`src/rtl/uart_monitor.sv`:
```
// Boot/debug monitor: parses W/R/G commands from the UART to write, read back and start from program RAM,
// and hands RAM and UART to the CPU while it runs. All monitor outputs are registered; the ownership mux is combinational.
module uart_monitor (
  input  logic       clk,
  input  logic       rst,
  input  logic [7:0] rx_byte,
  input  logic       received,
  input  logic       is_transmitting,
  output logic [7:0] tx_byte,
  output logic       transmit,
  input  logic [7:0] dread,
  output logic [8:0] raddr,
  output logic [8:0] waddr,
  output logic [7:0] dwrite,
  output logic       write_en,
  input  logic [8:0] c_raddr,
  input  logic [8:0] c_waddr,
  input  logic [7:0] c_dwrite,
  input  logic       c_write_en,
  input  logic [7:0] c_tx_byte,
  input  logic       c_transmit,
  output logic       c_received,
  output logic       cpu_start,
  output logic [8:0] startaddr,
  input  logic       cpu_halted,
  output logic       cpu_owns
);

  localparam logic [7:0] CMD_W = 8'h57;
  localparam logic [7:0] CMD_R = 8'h52;
  localparam logic [7:0] CMD_G = 8'h47;
  localparam logic [7:0] ACK   = 8'h2E;
  localparam logic [7:0] DONE  = 8'h21;
  localparam logic [7:0] NAK   = 8'h3F;

  typedef enum logic [3:0] {
    IDLE, ADDRH, ADDRL, LEN, WDATA, RADDR, RWAIT, RDATA, RTX, GO, RUN, REPLY
  } state_t;

  state_t     state;
  logic [7:0] cmd;
  logic [8:0] addr;
  logic [8:0] count;
  logic [7:0] reply;
  logic [7:0] rbyte;
  logic [7:0] m_tx_byte;
  logic       m_transmit;
  logic [8:0] m_raddr;
  logic [8:0] m_waddr;
  logic [7:0] m_dwrite;
  logic       m_write_en;

  always_ff @(posedge clk or posedge rst) begin
    if (rst) begin
      state      <= IDLE;
      cmd        <= 8'h00;
      addr       <= 9'h000;
      count      <= 9'h000;
      reply      <= 8'h00;
      rbyte      <= 8'h00;
      m_tx_byte  <= 8'h00;
      m_transmit <= 1'b0;
      m_raddr    <= 9'h000;
      m_waddr    <= 9'h000;
      m_dwrite   <= 8'h00;
      m_write_en <= 1'b0;
      cpu_start  <= 1'b0;
      startaddr  <= 9'h000;
      cpu_owns   <= 1'b0;
    end else begin
      m_transmit <= 1'b0;
      m_write_en <= 1'b0;
      cpu_start  <= 1'b0;
      case (state)
        IDLE: if (received) begin
          if (rx_byte == CMD_W || rx_byte == CMD_R || rx_byte == CMD_G) begin
            cmd   <= rx_byte;
            state <= ADDRH;
          end else begin
            reply <= NAK;
            state <= REPLY;
          end
        end
        ADDRH: if (received) begin
          addr[8] <= rx_byte[0];
          state   <= ADDRL;
        end
        ADDRL: if (received) begin
          addr[7:0] <= rx_byte;
          state     <= (cmd == CMD_G) ? GO : LEN;
        end
        // A length byte of 0 encodes 256 via the ninth count bit.
        LEN: if (received) begin
          count <= {(rx_byte == 8'h00), rx_byte};
          state <= (cmd == CMD_W) ? WDATA : RADDR;
        end
        WDATA: if (received) begin
          m_write_en <= 1'b1;
          m_waddr    <= addr;
          m_dwrite   <= rx_byte;
          addr       <= addr + 9'd1;
          count      <= count - 9'd1;
          if (count == 9'd1) begin
            reply <= ACK;
            state <= REPLY;
          end
        end
        RADDR: begin
          m_raddr <= addr;
          state   <= RWAIT;
        end
        RWAIT: state <= RDATA;
        RDATA: begin
          rbyte <= dread;
          state <= RTX;
        end
        RTX: if (!is_transmitting) begin
          m_transmit <= 1'b1;
          m_tx_byte  <= rbyte;
          addr       <= addr + 9'd1;
          count      <= count - 9'd1;
          state      <= (count == 9'd1) ? IDLE : RADDR;
        end
        GO: begin
          startaddr <= addr;
          cpu_owns  <= 1'b1;
          cpu_start <= 1'b1;
          state     <= RUN;
        end
        RUN: if (cpu_halted) begin
          cpu_owns <= 1'b0;
          reply    <= DONE;
          state    <= REPLY;
        end
        REPLY: if (!is_transmitting) begin
          m_transmit <= 1'b1;
          m_tx_byte  <= reply;
          state      <= IDLE;
        end
        default: state <= IDLE;
      endcase
    end
  end

  assign tx_byte    = cpu_owns ? c_tx_byte  : m_tx_byte;
  assign transmit   = cpu_owns ? c_transmit : m_transmit;
  assign raddr      = cpu_owns ? c_raddr    : m_raddr;
  assign waddr      = cpu_owns ? c_waddr    : m_waddr;
  assign dwrite     = cpu_owns ? c_dwrite   : m_dwrite;
  assign write_en   = cpu_owns ? c_write_en : m_write_en;
  assign c_received = cpu_owns & received;

endmodule

```
`config.mk`:
```
export PLATFORM = sky130hd
export DESIGN_NAME = uart_monitor
export DESIGN_NICKNAME = d
export VERILOG_FILES = /design/src/rtl/uart_monitor.sv
export SDC_FILE = /design/constraint.sdc
export NUM_CORES = 1
export LEC_CHECK = 0
export CORE_MARGIN = 8
export CORE_UTILIZATION = 51
export DETAILED_ROUTE_END_ITERATION = 10
export GPL_TIMING_DRIVEN = 0
export PLACE_DENSITY_LB_ADDON = 0.25
export SLEW_MARGIN = 15
export SYNTH_ARGS = -nofsm -noshare
export SYNTH_HDL_FRONTEND = slang
export SYNTH_SLANG_ARGS = --single-unit
```
`constraint.sdc`:
```
create_clock -name clk -period 4.1 [get_ports clk]
set_clock_uncertainty 0.15 [all_clocks]
set_input_delay 1.23 -clock clk [delete_from_list [all_inputs] [get_ports clk]]
set_output_delay 1.23 -clock clk [all_outputs]
set_load 0.02 [all_outputs]
```
Word-level counts from Yosys, hierarchy flattened:

Cells that the tools add are included.

* bits of input ports: 57
* bits in latches: 0
* output and inout port bits: 48
* memory bits (writable): 0
* register bits after elaboration: 93
* memories: 0
* ROM bits: 0

* order comparisons: 0
* shifts and indexed selects: 0
* div/mod/pow operators: 0
* muxes and demuxes: 46
* add/subtract/negate cells: 2
* equality and inequality tests: 27
* multipliers: 0
* reductions and logical operators: 20
* bitwise logic cells: 1

Operators with widths (number)
* $mux 8: 10
* $mux 9: 7
* $pmux 4 s12: 1
* $pmux 8 s3: 2
* $mux 4: 11
* $eq 8x7->1 const B: 5
* $pmux 9 s3: 1
* $ne 2x2->1 const B: 10
* $eq 4x3->1 const B: 4
* $eq 4x4->1 const B: 4
* $pmux 8 s2: 1
* $reduce_and 4->1: 3
* $reduce_bool 3->1: 4
* $mux 1: 10
* $add 9x1->9 const B: 1
* $eq 9x1->1 const B: 1
* $reduce_and 9->1: 1
* $sub 9x1->9 const B: 1
* $eq 4x2->1 const B: 2
* $logic_not 8->1: 1
* $reduce_and 3->1: 2
* $reduce_and 6->1: 1
* $eq 4x1->1 const B: 1
* $logic_not 4->1: 1
* other kinds (8): 11

Logic depth before layout (Yosys ltp):

* word-level depth: 6
* mapped depth: 9
* gate-level depth less buffers: 7

Worst setup path before layout:

No wires, ideal clock.

* path type: register to output
* start: register cpu_owns
* end: output port raddr[5]
* stages on the path, launching flop included: 4
* buffers on the path: 2
* arrival: 1.593 ns
* data required time: 2.720 ns
* slack: 1.127 ns
* cells stage by stage: dfrtp_1 -> clkbuf_1 -> buf_1 -> mux2_2

* longest elaborated chain between the ends: 1

RTL lines
* from (decl): line 26 `output logic cpu_owns`
* from (signal assigned): line 69 `cpu_owns <= 1'b0;`
* from (signal assigned): line 126 `cpu_owns <= 1'b1;`
* from (signal assigned): line 131 `cpu_owns <= 1'b0;`
* $mux 9: line 147 `assign raddr = cpu_owns ? c_raddr : m_raddr;`
* to (decl): line 12 `output logic [8:0] raddr,`

No other way between the ends.

Final worst setup path:

* start: register cpu_owns
* end: output port waddr[2]

* longest elaborated chain between the ends: 1

RTL lines
* $mux 9: line 148 `assign waddr = cpu_owns ? c_waddr : m_waddr;`
* to (decl): line 13 `output logic [8:0] waddr,`

No other way between the ends.

==> summary.log <==
INFO  power_and_ir_drop combinationalPowerShare=52.2%
INFO  global_routing grt_util_all_layers=19.19%
INFO  worst_setup_path crit_chain=clkbuf_1 -> buf_1 -> mux2_2 -> clkdlybuf4s50_1
INFO  global_routing grt_first_pass_wirelength=19.87mm
INFO  global_routing antenna_found_initial=0
INFO  global_routing first_global_vias=3,918
INFO  routing        drtPass1Iterations=4
INFO  floorplan      fp.dieArea=12,360squm
INFO  worst_setup_path cp_slowest_stage_delay=550ps
INFO  power_and_ir_drop power.density_cell_area=734.7nW/um^2
INFO  placed_design  dpl.cell_count=632
INFO  clocking       tritoncts.num_buffers=9
INFO  layout         design.final.nets=595
INFO  floorplan      core_rows=34
INFO  yosys          synth_edf_count=0
INFO  sta            timing_worst_slew_pin_value=694.2ps
INFO  routing        vias_per_cell=5.940
INFO  sta            holdWs=327.8ps
INFO  power_and_ir_drop vdd_drop_max=0.3285mV
INFO  sta            drv_slew=0
INFO  layout         layout-area-overhead-vs-synth=30.06%
INFO  status         result_of_the_run=complete, no violations
INFO  clocking       clock_sink_count=89
INFO  power_and_ir_drop netSwitchingPower=1764uW
INFO  worst_setup_path crit_type=reg2out
INFO  power_and_ir_drop switching_share=39.95%
INFO  power_and_ir_drop cell_internal_pwr=2652uW
INFO  routing        detailedRoute.firstIterationViolations=324
INFO  worst_setup_path crit_fanout=10
INFO  yosys          ys_ff_latch=89
INFO  yosys          synth_warnings=0
INFO  clocking       path_clk_slew=80ps
INFO  sta            timing.slew.headroom=53.72%
INFO  clocking       cts.htree.levels=3
INFO  yosys          avgSynthCellArea=11.00squm
INFO  layout         count_of_fill_cells_added_during_filler_insertion=672
INFO  yosys          post_synth_num_cell_types=64
INFO  layout         fin_cells=647
INFO  clocking       post-cts-setup-buffers=0
INFO  sta            final.period_utilization=95.37%
INFO  yosys          netlist_area=4621squm
INFO  worst_setup_path cp_data_arrival_time=2530ps
INFO  clocking       clock_tree_buffer_depth=2
INFO  clocking       postCtsHoldBufs=0
INFO  routing        routed-via-count=3,843
INFO  worst_setup_path worst_path_max_delay_cell=clkdlybuf4s50_1
INFO  yosys          synthArstFlopShare=100.0%
INFO  power_and_ir_drop power.share.clock=13.6%
INFO  routing        ant_nets=0
INFO  clocking       clk-insertion-delay-late=360ps
INFO  clocking       clock_tree_from_tritoncts=yes
INFO  floorplan      starting_density_of_the_core=52.73%
INFO  worst_setup_path critical_path_required=2720ps
INFO  worst_setup_path timing.critical_path.to_type=output port
INFO  global_routing grt-ovfl-total=0
INFO  global_routing grt_start_max_net_pins=54
INFO  routing        avgRoutedWirePerCell=18.21um
INFO  sta            finalSetupViolCount=0
INFO  sta            finalSetupTns=0ps
INFO  layout         insertedDiodeCount=0
INFO  clocking       root_buffer=clkbuf_8
INFO  yosys          syn_nets=480
INFO  layout         drive_gt1_share=22.08%
INFO  worst_setup_path start_kind=flip-flop
INFO  routing        finalWirelength=11.78mm
INFO  sta            clock.fmax=255.7MHz
INFO  sta            hold_violations=0
INFO  placed_design  port_buffers=103
INFO  yosys          predominant_post_synthesis_flop_cell=dfrtp_1
INFO  floorplan      fp.dieH=111.2um
INFO  yosys          netlist_instances=420
INFO  placed_design  hpwlAfterDp=8.893mm
INFO  run            timing.max_cap.violations=0
INFO  placed_design  gp_routability_congestion=0.9308
INFO  floorplan      core_area=8763squm
INFO  power_and_ir_drop power.sequential.fraction=34.2%
INFO  power_and_ir_drop power_leakage=0.002589uW
INFO  floorplan      die_w=111.2um
INFO  yosys          synth.yosys.seq_area_share=48.20%
INFO  floorplan      num_io_pins=105
INFO  sta            min_period=3910ps
INFO  routing        drc_violations_left=0
INFO  sta            grt_setup_unrepaired=no
INFO  min_path       min-delay-path-class=reg2reg
power groups by stage:
| stage | clock (uW) | combinational, uW | sequential [uW] |
|---|---|---|---|
| final | 598 | 2310 | 1510 |
| after global routing | 651 | 2510 | 1570 |
| after CTS | 610 | 2310 | 1510 |
| after detailed placement | 0 | 2300 | 1530 |
| after global placement | 0 | 2230 | 1510 |
| after floorplan | 0 | 1480 | 1500 |
placed cells by master (no fill, tap or decap), drive strengths merged, types with 6 or more instances in the layout:
| master | synthesis | final |
|---|---|---|
| nor3 | 8 | 8 |
| dfrtp | 89 | 89 |
| clkdlybuf4s50 | 0 | 103 |
| buf | 17 | 17 |
| nand3 | 8 | 8 |
| a22o | 6 | 6 |
| a31oi | 6 | 6 |
| o21ai | 34 | 34 |
| mux2 | 84 | 84 |
| inv | 15 | 17 |
| nor2 | 20 | 20 |
| nand2b | 9 | 9 |
| a21oi | 19 | 19 |
| clkbuf | 4 | 14 |
| nand2 | 31 | 31 |
critical path, delay by kind of cell, from the launching register on:
| kind | cells | cell delay, ps |
|---|---|---|
| flops | 1 | 390 |
| mux | 1 | 390 |
| buf+inv | 3 | 1390 |
flip-flops by register name, summed over array words and instances, names as in the netlist, 8 cells and up:
signal,count
addr,9
cmd,8
count,9
m_dwrite,8
m_raddr,9
m_tx_byte,8
m_waddr,9
rbyte,8
startaddr,9
worst paths after layout:
kind | depth (start not counted) | slack, ps | from | end
max in group asynchronous | 3 | 2090 | rst | state[2]
min in group asynchronous | 2 | 1090 | rst | rbyte[1]
max reg2reg | 7 | 1890 | count[1] | reply[3]
min | 1 | 330 | cmd[6] | cmd[6]
min reg2reg | 1 | 330 | cmd[6] | cmd[6]
max | 4 | 190 | cpu_owns | waddr[2]
cell type report:
| type | count | area [sq um] | share of cell area (%) |
|---|---|---|---|
| tap | 108 | 135.1 | 2.249 |
| timing repair buffer | 104 | 1059 | 17.61 |
| clock buffer | 9 | 123.9 | 2.061 |
| clock inverter | 6 | 67.56 | 1.124 |
| buffer | 21 | 113.9 | 1.895 |
| sequential | 89 | 2227 | 37.06 |
| inverter | 15 | 58.81 | 0.9786 |
| multi-input combinational | 295 | 2225 | 37.02 |
kinds of logic after synthesis:
group	synth area share [%]
buffers and inverters	3.655
XOR/XNOR	0.3792
AO/OA/AOI/OAI	13.89
adder cells (fa/ha/maj)	0.8124
AND/OR/NAND/NOR	11.64
flip-flops	48.20
multiplexers	21.42
synthesized netlist by cell type, types with 3 or more instances:
cell type,count,area share [%]
nand2_1,30,2.4
a22o_1,6,1.1
a22oi_1,3,0.49
nand3_1,8,0.87
o21ai_0,25,2.7
buf_1,3,0.24
mux2_2,73,18
nand2b_1,9,1.2
nor3b_1,3,0.49
nor3_1,8,0.87
buf_4,4,0.65
buf_2,9,0.97
o21ai_1,7,0.76
ha_1,3,0.81
o31ai_1,3,0.49
nor4_1,5,0.68
inv_1,15,1.2
mux2i_1,4,0.87
dfrtp_1,89,48
a31oi_1,6,0.81
o2bb2ai_1,3,0.57
clkbuf_1,4,0.32
mux2_1,10,2.4
nor2_1,17,1.4
a21oi_1,18,1.9
and2_1,5,0.68
and3_1,3,0.41
through the flow:
| step | setup slack, ps | util [%] | power [uW] | instance area (sq um) |
|---|---|---|---|---|
| after floorplan | 413.1 | - | 2982 | 4621 |
| after global placement | -866.9 | 66.03 | 3738 | 5787 |
| after detailed placement | 241.3 | 66.38 | 3827 | 5817 |
| after CTS | 19.75 | 68.56 | 4427 | 6008 |
| after global routing | 1.639 | 68.58 | 4728 | 6010 |
| final | 189.8 | 68.58 | 4415 | 6010 |
per-layer routing:
layer  wire, um  up-vias  GRT usage (%)  share of wire (%)
met5          0        -              0                  0
met1       5169     1902          24.62                 44
met3        924       24          5.844                7.8
met2       5489      157          30.30                 47
met4        201        0          5.778                1.7
li1           -     1760              -                  -
timing repair:
| item | CTS | global route |
|---|---|---|
| resized for setup | 0 | 1 |
| setup endpoints to repair | 0 | 9 |
| endpoints found under the hold margin | 0 | 0 |
No activity file was read; power rests on OpenSTA's default activity.
